## src/rtl/ps2_pkg.sv

```systemverilog
// Shared PS/2 definitions for the receiver and the downstream scan-code key memory.
package ps2_pkg;

  typedef enum logic [1:0] {IDLE, DATA, PARITY, STOP} Ps2RxState;

  localparam logic [7:0] PS2_BREAK      = 8'hF0;
  localparam logic [7:0] PS2_EXTENDED   = 8'hE0;
  localparam int         PS2_FRAME_BITS = 11;

  // Odd parity over the eight data bits plus the parity bit.
  function automatic logic odd_parity_ok(input logic [7:0] data, input logic par);
    return ^{data, par};
  endfunction

endpackage

```

## src/rtl/ps2_input_filter.sv

```systemverilog
// Synchronizes and debounces the raw PS/2 clock pin and strobes on each filtered falling edge.
module ps2_input_filter #(
  parameter int FILTER_LEN = 8
) (
  input  logic clk,
  input  logic rst,
  input  logic pin,
  output logic fall_edge
);

  localparam int CW = $clog2(FILTER_LEN + 1);

  logic [1:0]    sync;
  logic          level;
  logic [CW-1:0] cnt;
  logic          differs;
  logic          settle;

  assign differs = sync[1] != level;
  assign settle  = differs && (cnt == CW'(FILTER_LEN - 1));

  // The strobe is registered so it lines up with the cycle the filtered level first reads low.
  always_ff @(posedge clk) begin
    if (rst) begin
      sync      <= 2'b11;
      level     <= 1'b1;
      cnt       <= '0;
      fall_edge <= 1'b0;
    end else begin
      sync      <= {sync[0], pin};
      fall_edge <= settle && level;
      if (settle) begin
        level <= sync[1];
        cnt   <= '0;
      end else if (differs) begin
        cnt <= cnt + 1'b1;
      end else begin
        cnt <= '0;
      end
    end
  end

endmodule

```

## src/rtl/ps2_receiver.sv

```systemverilog
// PS/2 keyboard frame receiver: decodes 11-bit frames into scan codes with parity, stop-bit and watchdog checks.
module ps2_receiver
  import ps2_pkg::*;
#(
  parameter int FILTER_LEN     = 8,
  parameter int TIMEOUT_CYCLES = 50000
) (
  input  logic       clk,
  input  logic       rst,
  input  logic       ps2Clk,
  input  logic       ps2Data,
  output logic [7:0] scanCode,
  output logic       scanCodeReady,
  output logic       parityError,
  output logic       frameError,
  output logic       receiving
);

  localparam int TW = $clog2(TIMEOUT_CYCLES + 1);

  Ps2RxState      state, state_n;
  logic [1:0]     data_sync;
  logic           data_bit;
  logic           fall;
  logic [7:0]     shreg, shreg_n;
  logic [2:0]     bit_cnt, bit_cnt_n;
  logic           par_bit, par_n;
  logic [TW-1:0]  tcnt, tcnt_n;
  logic [7:0]     code_n;
  logic           ready_n, perr_n, ferr_n;

  ps2_input_filter #(.FILTER_LEN(FILTER_LEN)) u_clk_filt (
    .clk       (clk),
    .rst       (rst),
    .pin       (ps2Clk),
    .fall_edge (fall)
  );

  // Data is only sampled long after it settles, so a plain synchronizer suffices.
  assign data_bit  = data_sync[1];
  assign receiving = state != IDLE;

  always_ff @(posedge clk) begin
    if (rst) begin
      state         <= IDLE;
      data_sync     <= 2'b11;
      shreg         <= '0;
      bit_cnt       <= '0;
      par_bit       <= 1'b0;
      tcnt          <= '0;
      scanCode      <= 8'h00;
      scanCodeReady <= 1'b0;
      parityError   <= 1'b0;
      frameError    <= 1'b0;
    end else begin
      state         <= state_n;
      data_sync     <= {data_sync[0], ps2Data};
      shreg         <= shreg_n;
      bit_cnt       <= bit_cnt_n;
      par_bit       <= par_n;
      tcnt          <= tcnt_n;
      scanCode      <= code_n;
      scanCodeReady <= ready_n;
      parityError   <= perr_n;
      frameError    <= ferr_n;
    end
  end

  always_comb begin
    state_n   = state;
    shreg_n   = shreg;
    bit_cnt_n = bit_cnt;
    par_n     = par_bit;
    code_n    = scanCode;
    ready_n   = 1'b0;
    perr_n    = 1'b0;
    ferr_n    = 1'b0;
    tcnt_n    = (fall || state == IDLE) ? '0 : tcnt + 1'b1;
    if (fall) begin
      unique case (state)
        IDLE: begin
          // A high bit here is a stray edge, not a start bit; ignore it silently.
          if (!data_bit) begin
            state_n   = DATA;
            bit_cnt_n = '0;
          end
        end
        DATA: begin
          shreg_n   = {data_bit, shreg[7:1]};
          bit_cnt_n = bit_cnt + 1'b1;
          if (bit_cnt == 3'd7) state_n = PARITY;
        end
        PARITY: begin
          par_n   = data_bit;
          state_n = STOP;
        end
        STOP: begin
          state_n = IDLE;
          if (!data_bit) begin
            ferr_n = 1'b1;
          end else if (odd_parity_ok(shreg, par_bit)) begin
            code_n  = shreg;
            ready_n = 1'b1;
          end else begin
            perr_n = 1'b1;
          end
        end
        default: state_n = IDLE;
      endcase
    end else if (state != IDLE && tcnt == TW'(TIMEOUT_CYCLES)) begin
      state_n = IDLE;
      ferr_n  = 1'b1;
      tcnt_n  = '0;
    end
  end

endmodule
```

## config.mk

```make
export PLATFORM = sky130hd
export DESIGN_NAME = ps2_receiver
export DESIGN_NICKNAME = d
export VERILOG_FILES = /design/src/rtl/ps2_pkg.sv /design/src/rtl/ps2_input_filter.sv /design/src/rtl/ps2_receiver.sv
export SDC_FILE = /design/constraint.sdc
export NUM_CORES = 1
export LEC_CHECK = 0
export CAP_MARGIN = 25
export CORE_ASPECT_RATIO = 1.2
export CORE_MARGIN = 10
export CORE_UTILIZATION = 52
export CTS_CLUSTER_DIAMETER = 60
export DETAILED_ROUTE_END_ITERATION = 12
export GPL_TIMING_DRIVEN = 0
export PLACE_DENSITY = 0.75
export SLEW_MARGIN = 20
export SYNTH_ARGS = -nofsm -noshare
export SYNTH_HDL_FRONTEND = slang
export SYNTH_SLANG_ARGS = --single-unit
```

## constraint.sdc

```tcl
create_clock -name clk -period 1.65 [get_ports clk]
set_input_delay 0.4125 -clock clk [delete_from_list [all_inputs] [get_ports clk]]
set_output_delay 0.4125 -clock clk [all_outputs]
set_load 0.01 [all_outputs]
```

==> metrics <==
CTS tree done; crit path kind reg2reg; initial antenna violation count 0; clk_lat worst skew 0.31 ns; DRT Wirelength 4590 um; Hold Fails Final Rpt 0; number of library cell types mapped by synthesis 29; CTS sink cnt a little over 50; Top Family by Delay on Critical Path XOR/XNOR gates; adder-cell area share of the yosys netlist 5.14%; CP max stage delay 0.43 ns; sequential fraction of the synthesis area 46.6%; main combinational cell family by area after synthesis simple AND/OR/NAND/NOR gates; multi-input logic area 1260 um2; DR vias 1795; CP cell instances xnor2_4 > xnor2_2 > xnor3_2 > buf_6 > or3_4 > a21oi_2; # port buffers 14; Clock transition at path regs 0.09 ns; Synth Cell Area 2190 um2; layout cell share with drive strength beyond 1 27.2%; max-cap viol count 0; worst hold margin 0.408 ns; static leakage 1.05 nW; Worst Clk Skew 0.0121 ns; worst path required time 1.90 ns; Seq. cell area 1050 um2; RSZ-0062 raised after global routing true; Final #Nets 295; root buffer cell clkbuf_8; CP Launch Type flip-flop; fmax about 540 MHz; vias in the first global route ~1700; Detailed Place HPWL 3000 um; critical path arrival 2.10 ns; antenna cells 0; CTS H-tree depth 2; drt drc 0; Relative slew margins 61.8%; DRT iter0 DRCs 121; clock buffer depth 2; Cells after DPL about 320; simple-gate share of the synthesized area 24.3%; status finished, violations left; Async S/R FF share, synth 0%; PD cells 757 nW/um2; filler instances about 330; GR Overflow Total 0; Post-synth EDFFs 0; GRT Overall Usage 12.8%; violated checks setup timing; Post-Route Utilization 70.7%; die width slightly below 80 um; Post-DRT Antenna Nets 0; Top FF cell, synth dfxtp_1; Syn Inst Count 250; synth warn 0; Synth Area in Compound Gates 9.30%; Post-Syn Area per Cell 8.77 um2; Worst Tran Pin Value 0.573 ns; largest net degree at the start of global routing 17; Post-Syn Nets 263; setup ws final -0.202 ns; Final GP Congestion 0.776; Tmin final 1.85 ns; CP startpoint shreg[5]$_SDFFE_PP0P_; CP Buf/Inv Count 1; final cell count without fillers 337; Synth Area in XOR/XNOR 10.3%; core box area 4000 um2; Final setup viols 9; mux cell area share after synthesis 0%; Final Max Slew Viols 0; row count 25; number of buffers created by CTS 5; Post-CTS Hold Buffers 0; drt wl/cell 13.6 um; Die Area around 7200 um2; drt pass-1 iters 4; first-pass GRT wire length ~7700 um; Synth-to-Final Area Change 29.1%; min-delay worst type reg2reg; Tcrit/Tclk final 112%; Pwr Total 2.14 mW; Slowest-stage cell, CP xnor3_2; Vert. Die Dim 91.1 um; setup TNS -1.20 ns; Reg-to-Reg Start shreg[5]$_SDFFE_PP0P_; IO Count 16; Initial Util 54.7%; FF+latch count, synth 51; Via-to-Cell Ratio 5.33; Hold Path Origin data_sync[0]$_SDFF_PP1_; Crit Path Max Fanout 7; Crit. End Element flip-flop; Peak VDD IR 0.558 mV
==> kinds of logic after synthesis <==
family	Yosys count
AND/OR/NAND/NOR	104
flip-flops	51
AO/OA/AOI/OAI	38
XOR/XNOR	24
buffers and inverters	24
adder cells (fa/ha/maj)	9
==> cell usage after synthesis, types with 4 or more instances <==
| master | count | area share [%] |
|---|---|---|
| nor2_1 | 25 | 4.3 |
| nand2_1 | 20 | 3.4 |
| inv_1 | 14 | 2.4 |
| and3_1 | 4 | 1.1 |
| clkbuf_1 | 9 | 1.5 |
| or3_1 | 5 | 1.4 |
| xor2_1 | 9 | 3.6 |
| ha_1 | 9 | 5.1 |
| nand3_1 | 20 | 4.6 |
| or3_2 | 4 | 1.4 |
| dfxtp_1 | 51 | 47 |
| xnor2_1 | 14 | 5.6 |
| a21oi_1 | 22 | 5.0 |
| nor3_1 | 5 | 1.1 |
| nand4_1 | 6 | 1.7 |
| or2_2 | 4 | 1.1 |
| o21ai_0 | 12 | 2.7 |
==> through the flow <==
| step | instance area [um2] | setup slack [ns] |
|---|---|---|
| 2_1_floorplan | 2220 | -0.0916 |
| 3_3_place_gp | 2430 | -0.264 |
| 3_5_place_dp | 2430 | -0.250 |
| 4_1_cts | 2650 | -0.164 |
| 5_1_grt | 2830 | -0.263 |
| 6_report | 2830 | -0.202 |
==> cell usage in the layout, fill, tap and decap left out, drive strengths merged, types with 2 or more instances in the layout <==
cell type / Yosys / routed
a32oi: 2 / 2
o21ai: 12 / 12
inv: 14 / 14
nand4: 6 / 6
dlymetal6s2s: 0 / 6
xor2: 9 / 9
nor2: 25 / 25
clkbuf: 9 / 13
a21oi: 22 / 22
ha: 9 / 9
xnor2: 14 / 14
clkinv: 0 / 2
nor3: 5 / 5
clkdlybuf4s50: 0 / 7
or3: 9 / 9
and3: 4 / 4
and4: 2 / 2
dfxtp: 51 / 51
nand3: 20 / 20
or2: 4 / 4
nand2: 20 / 20
buf: 1 / 14
nor4b: 3 / 3
nand3b: 2 / 2
==> area by class of cell <==
class                   count  share of cell area (%)
repair buffers             25                    8.23
clock buffers               5                    2.43
flip-flops and latches     51                    37.2
well taps                  54                    2.39
inverters                  14                    1.86
plain buffers              10                    1.72
multi-input cells         175                    44.6
clock inverters             3                    1.55
==> where the power goes <==
group / switching, mW / total, mW / internal, mW
combinational: 0.0237 / 0.0401 / 0.0165
sequential: 0.00567 / 1.23 / 1.23
clock: 0.414 / 0.866 / 0.452
==> final timing paths <==
path,to,slack (ns),cells past startpoint
setup reg to reg,scanCode[5]$_SDFFE_PP0P_,-0.20,6
hold / removal,data_sync[1]$_SDFF_PP1_,0.41,1
setup / recovery,scanCode[5]$_SDFFE_PP0P_,-0.20,6
hold reg to reg,data_sync[1]$_SDFF_PP1_,0.41,1
==> layer usage <==
metal / share of wire (%) / wire length (um) / track usage [%]
met1: 44 / 2030 / 15.1
met2: 51 / 2340 / 21.2
met3: 3.1 / 143 / 3.94
met4: 1.7 / 76 / 4.79
met5: 0 / 0 / 0
==> state kept, by name, summed over array words and instances, names as in the netlist <==
signal / count
u_clk_filt.cnt: 4
par_bit: 1
scanCodeReady: 1
parityError: 1
scanCode: 8
frameError: 1
data_sync: 2
u_clk_filt.sync: 2
u_clk_filt.level: 1
shreg: 8
bit_cnt: 3
u_clk_filt.fall_edge: 1
tcnt: 16
state: 2
==> what timing repair did <==
| item | CTS | global route |
|---|---|---|
| buffers inserted | 6 | 5 |
| setup endpoints to repair | 23 | 34 |
| pin swaps | 9 | 13 |
| resized for setup | 29 | 42 |
| hold endpoints to repair | 0 | 0 |
No activity file was read; power rests on OpenSTA's default activity.
==> RTL change 1 (same settings) <==
`FILTER_LEN` is set to 8 in 2 places; all go to 4.
--- a/src/rtl/ps2_input_filter.sv
+++ b/src/rtl/ps2_input_filter.sv
@@ -1,5 +1,5 @@
 // Synchronizes and debounces the raw PS/2 clock pin and strobes on each filtered falling edge.
 module ps2_input_filter #(
-  parameter int FILTER_LEN = 8
+  parameter int FILTER_LEN = 4
 ) (
   input  logic clk,
--- a/src/rtl/ps2_receiver.sv
+++ b/src/rtl/ps2_receiver.sv
@@ -3,5 +3,5 @@
   import ps2_pkg::*;
 #(
-  parameter int FILTER_LEN     = 8,
+  parameter int FILTER_LEN     = 4,
   parameter int TIMEOUT_CYCLES = 50000
 ) (
Function: changed (a bounded check fails within 10 cycles, from zero or initial values and one cycle with rst high).
==> RTL change 1 against the unedited design <==
- register-to-register slack improved by 0.22 ns
- critical path depth decreased by 5
- largest power group unchanged
- global-route usage is 1.3 points lower
- setup slack better by 0.21 ns
- design area decreased by 5.1%
- clock skew down 0.0079 ns
- sequential cell count shrank 1
- routed wire length down 8.6%
- maximum frequency increased by 13%
- power decreased by 1.6%
- via count is 8.5% lower
- synthesized area shrank 0.29%
- final cell count down 5.3%
==> RTL change 1: results (changes against the unedited design) <==
Parameter                              Value

Status
  Status    finished, final reports clean (was finished with violations)

Timing
  Worst rel slew slack    69.9% (was 61.8%)
  Final Hold Slack    0.410 ns (was 0.408 ns)
  Achievable Freq    0.609 GHz (was 0.540 GHz)
  Worst clock skew    0.00421 ns (was 0.0121 ns)

Synth
  Nets in the synthesized netlist    253 (was 263)
  Largest cells by area after synthesis    sky130_fd_sc_hd__dfxtp_1 46%, sky130_fd_sc_hd__ha_1 5.7%, sky130_fd_sc_hd__xnor2_1 4.4%, sky130_fd_sc_hd__xor2_1 4.4%, sky130_fd_sc_hd__nor2_1 4.1% (was sky130_fd_sc_hd__dfxtp_1 47%, sky130_fd_sc_hd__xnor2_1 5.6%, sky130_fd_sc_hd__ha_1 5.1%, sky130_fd_sc_hd__a21oi_1 5.0%, sky130_fd_sc_hd__nand3_1 4.6%)
  Proportion of synthesized chip area in sequential cells    45.8% (was 46.6%)
  Library cells used by synthesis    37 (was 29)
  Post-synthesis cell count    239 (was 250)

Hold path
  HP Class    register to register (unchanged)

Drt
  Total Wirelength    4200 um (was 4590 um)
  Via count of the routed design    1643 (was 1795)
  Routed wire length on met3    178 um (was 143 um)
  Total met2 wirelength after detailed routing    2090 um (was 2340 um)
  Average wire per standard cell    13.2 um (was 13.6 um)
  Routed metal-1 wire length    1890 um (was 2030 um)

Finish
  Fraction of area in clock buffers and inverters    4.06% (was 3.98%)
  Final standard cell utilization of the core    67.0% (was 70.7%)
  Number of nets in the final layout    278 (was 295)
  Fraction of final layout cells with drive strength greater than 1    18.5% (was 27.2%)
  Sequential cell area    0.00102 mm^2 (was 0.00105 mm^2)
  Number of fillers in the final layout    346 (was 331)
  Multi-input gates    166 (was 175)
  Share of cell area taken by multi-input logic gates    44.8% (was 44.6%)

Placement
  Total of buffers placed on input and output ports    15 (was 14)
  Cell total after placement    308 (was 318)
  DP Worst Slack    -0.297 ns (was -0.250 ns)
  Gp weighted congestion    0.800 (was 0.776)
  Post-DP HPWL    2840 um (was 3000 um)

Setup path
  Crit path capture    scanCode[1] (was scanCode[5])
  Arrival @ worst endpoint    1.23 ns (was 2.10 ns)
  Worst reg2reg startpoint    shreg[2] (was shreg[5])
  Reg2reg setup slack    0.02 ns (was -0.20 ns)
  Crit path from    scanCode[1] (was shreg[5])
  Top delay family on crit path    buffers and inverters (was XOR/XNOR gates)
  Worst-path maximum fanout    2 (was 7)
  Critical path's largest stage delay    0.57 ns (was 0.43 ns)

GRT
  Routing usage on met1    13.6% (was 15.1%)
  Largest net degree at the start of global routing    16 (was 17)
  First-pass GRT wire length    6950 um (was 7750 um)
  Global routing met2 resource utilization    18.8% (was 21.2%)
  Overall track demand over capacity in global routing    11.5% (was 12.8%)

Clocking
  Post-CTS setup-driven buffer insertion count    0 (was 6)
  CTS-repair resized insts    20 (was 29)

Pwr
  Sum of internal, switching and leakage power    2110 uW (was 2140 uW)
  Total leakage power    0.000959 uW (was 0.00105 uW)
==> RTL change 1: changes by cell type in the layout (fill, tap and decap cells not counted), sizes merged, moves of 4 or more <==
cell | unedited run | this run
dlymetal6s2s | 6 | 1
o21ai | 12 | 4
clkdlybuf4s50 | 7 | 13
buf | 14 | 5
nand2b | 1 | 12
mux2i | 0 | 7
a21oi | 22 | 13
or3 | 9 | 2
nand3 | 20 | 16
==> RTL change 1: logic make-up (layout without fill, tap and decap cells) <==
group | after synthesis | count (layout) | synth area share, %
multiplexers | 7 | 7 | 3.21
AO/OA/AOI/OAI | 22 | 22 | 5.78
XOR/XNOR | 23 | 23 | 9.85
AND/OR/NAND/NOR | 104 | 104 | 25.4
adder cells (fa/ha/maj) | 10 | 10 | 5.72
flip-flops | 50 | 50 | 45.8
buffers and inverters | 23 | 49 | 4.29
==> RTL change 1: power by group <==
part	internal (uW)	total, uW	switching, uW
sequential	1210	1210	4.80
combinational	22.3	43.9	21.6
clock	447	848	401
total	1680	2110	427
==> RTL change 2 (config.mk and constraints unchanged) <==
Made on the original files. Put one more register stage on the output `parityError`, without a reset. The value now appears one clock later. The other outputs are not delayed to match.
--- a/src/rtl/ps2_receiver.sv
+++ b/src/rtl/ps2_receiver.sv
@@ -18,4 +18,6 @@
 
   localparam int TW = $clog2(TIMEOUT_CYCLES + 1);
+
+  logic parityError_s0;
 
   Ps2RxState      state, state_n;
@@ -51,5 +53,5 @@
       scanCode      <= 8'h00;
       scanCodeReady <= 1'b0;
-      parityError   <= 1'b0;
+      parityError_s0 <= 1'b0;
       frameError    <= 1'b0;
     end else begin
@@ -62,5 +64,5 @@
       scanCode      <= code_n;
       scanCodeReady <= ready_n;
-      parityError   <= perr_n;
+      parityError_s0 <= perr_n;
       frameError    <= ferr_n;
     end
@@ -115,3 +117,7 @@
   end
 
+  always_ff @(posedge clk) begin
+    parityError <= parityError_s0;
+  end
+
 endmodule
Check against the original RTL: same outputs for any inputs over 10 cycles, from zero or initial values and one cycle with rst high; that may be too few to reach the edited logic, so the function may still have changed.
==> RTL change 2 against the unedited design <==
- the run still ends with setup timing left
- first-iteration DRC count fell by 47%
- synthesized area is 0.68% higher
- setup slack improved by 0.051 ns
- sequential share of layout area rose by 0.89 points
- routed wire length decreased by 1.2%
- power is 4.8% lower
- via count shrank 2.1%
- critical path depth unchanged
- clock power is 15% lower
- sequential cell count grew 1
- design area decreased by 1.1%
- die area increased by 0.53%
- critical endpoint unchanged
==> RTL change 2: results (changes against the unedited design) <==
Parameter                              Value

Drt
  Via count of the routed design    1757 (was 1795)
  Routed metal-1 wire length    1930 um (was 2030 um)
  Number of design-rule violations left by the first detailed-router iteration    64 (was 121)

Synth
  Proportion of synthesized chip area in sequential cells    47.2% (was 46.6%)
  Nets in the synthesized netlist    265 (was 263)
  Library cells used by synthesis    36 (was 29)
  XOR/XNOR Fraction of Synth Area    9.01% (was 10.3%)
  Combined area of all synthesized cells    0.00221 mm^2 (was 0.00219 mm^2)

Placement
  Gp weighted congestion    0.785 (was 0.776)
  Post-DP HPWL    2960 um (was 3000 um)
  Area post-placement    0.00247 mm^2 (was 0.00243 mm^2)

Clocking
  CTS-repair resized insts    31 (was 29)
  Post-CTS setup-driven buffer insertion count    10 (was 6)
  CTS sink count    52 (was 51)

GRT
  First-pass GRT wire length    7760 um (was 7750 um)
  Number of global-route vias before repair    1784 (was 1720)
  Global routing met2 resource utilization    23.6% (was 21.2%)
  Overall track demand over capacity in global routing    13.0% (was 12.8%)
  Routing usage on met1    13.1% (was 15.1%)
  Largest net degree at the start of global routing    18 (was 17)

Pwr
  Maximum VDD drop    0.553 mV (was 0.558 mV)
  Clock network fraction of total power    36.1% (was 40.4%)
  Switching power of the nets    460 uW (was 443 uW)

Finish
  Multi-input gates    171 (was 175)
  Number of fillers in the final layout    319 (was 331)
  Non-clock inverter total of the final layout    19 (was 14)
  Seq/total area    38.1% (was 37.2%)
  Cell area after layout    0.00280 mm^2 (was 0.00283 mm^2)

Timing
  Final setup violating endpoints    18 (was 9)
  Post-route setup slack    -0.151 ns (was -0.202 ns)

Status
  Status    finished with violations (unchanged)
  Failing checks    setup timing (unchanged)

Setup path
  Arrival @ worst endpoint    2.05 ns (was 2.10 ns)
-- RTL change 2: cell count changes after synthesis, sizes merged, moves of 3 or more --
| cell | before | now |
|---|---|---|
| o21ai | 12 | 15 |
| xor2 | 9 | 6 |
| inv | 14 | 19 |
| nand3 | 20 | 16 |
| and3 | 4 | 1 |
-- RTL change 2: final timing paths --
check	from	end	slack, ns	cells past startpoint
worst max-delay path	shreg[2]	scanCode[5]	-0.15	6
worst min-delay path	parityError_s0	parityError	0.34	0
worst max register to register	shreg[2]	scanCode[5]	-0.15	6
worst min register to register	parityError_s0	parityError	0.34	0
-- RTL change 2: per-stage QoR --
stage	worst slack [ns]	TNS, ns	cells	power [uW]
2_1_floorplan	-0.0916	-0.754	252	1320
3_3_place_gp	-0.171	-3.28	320	1330
3_5_place_dp	-0.222	-3.99	320	1330
4_1_cts	-0.135	-1.38	338	2060
5_1_grt	-0.224	-3.33	339	2120
6_report	-0.151	-1.69	339	2040
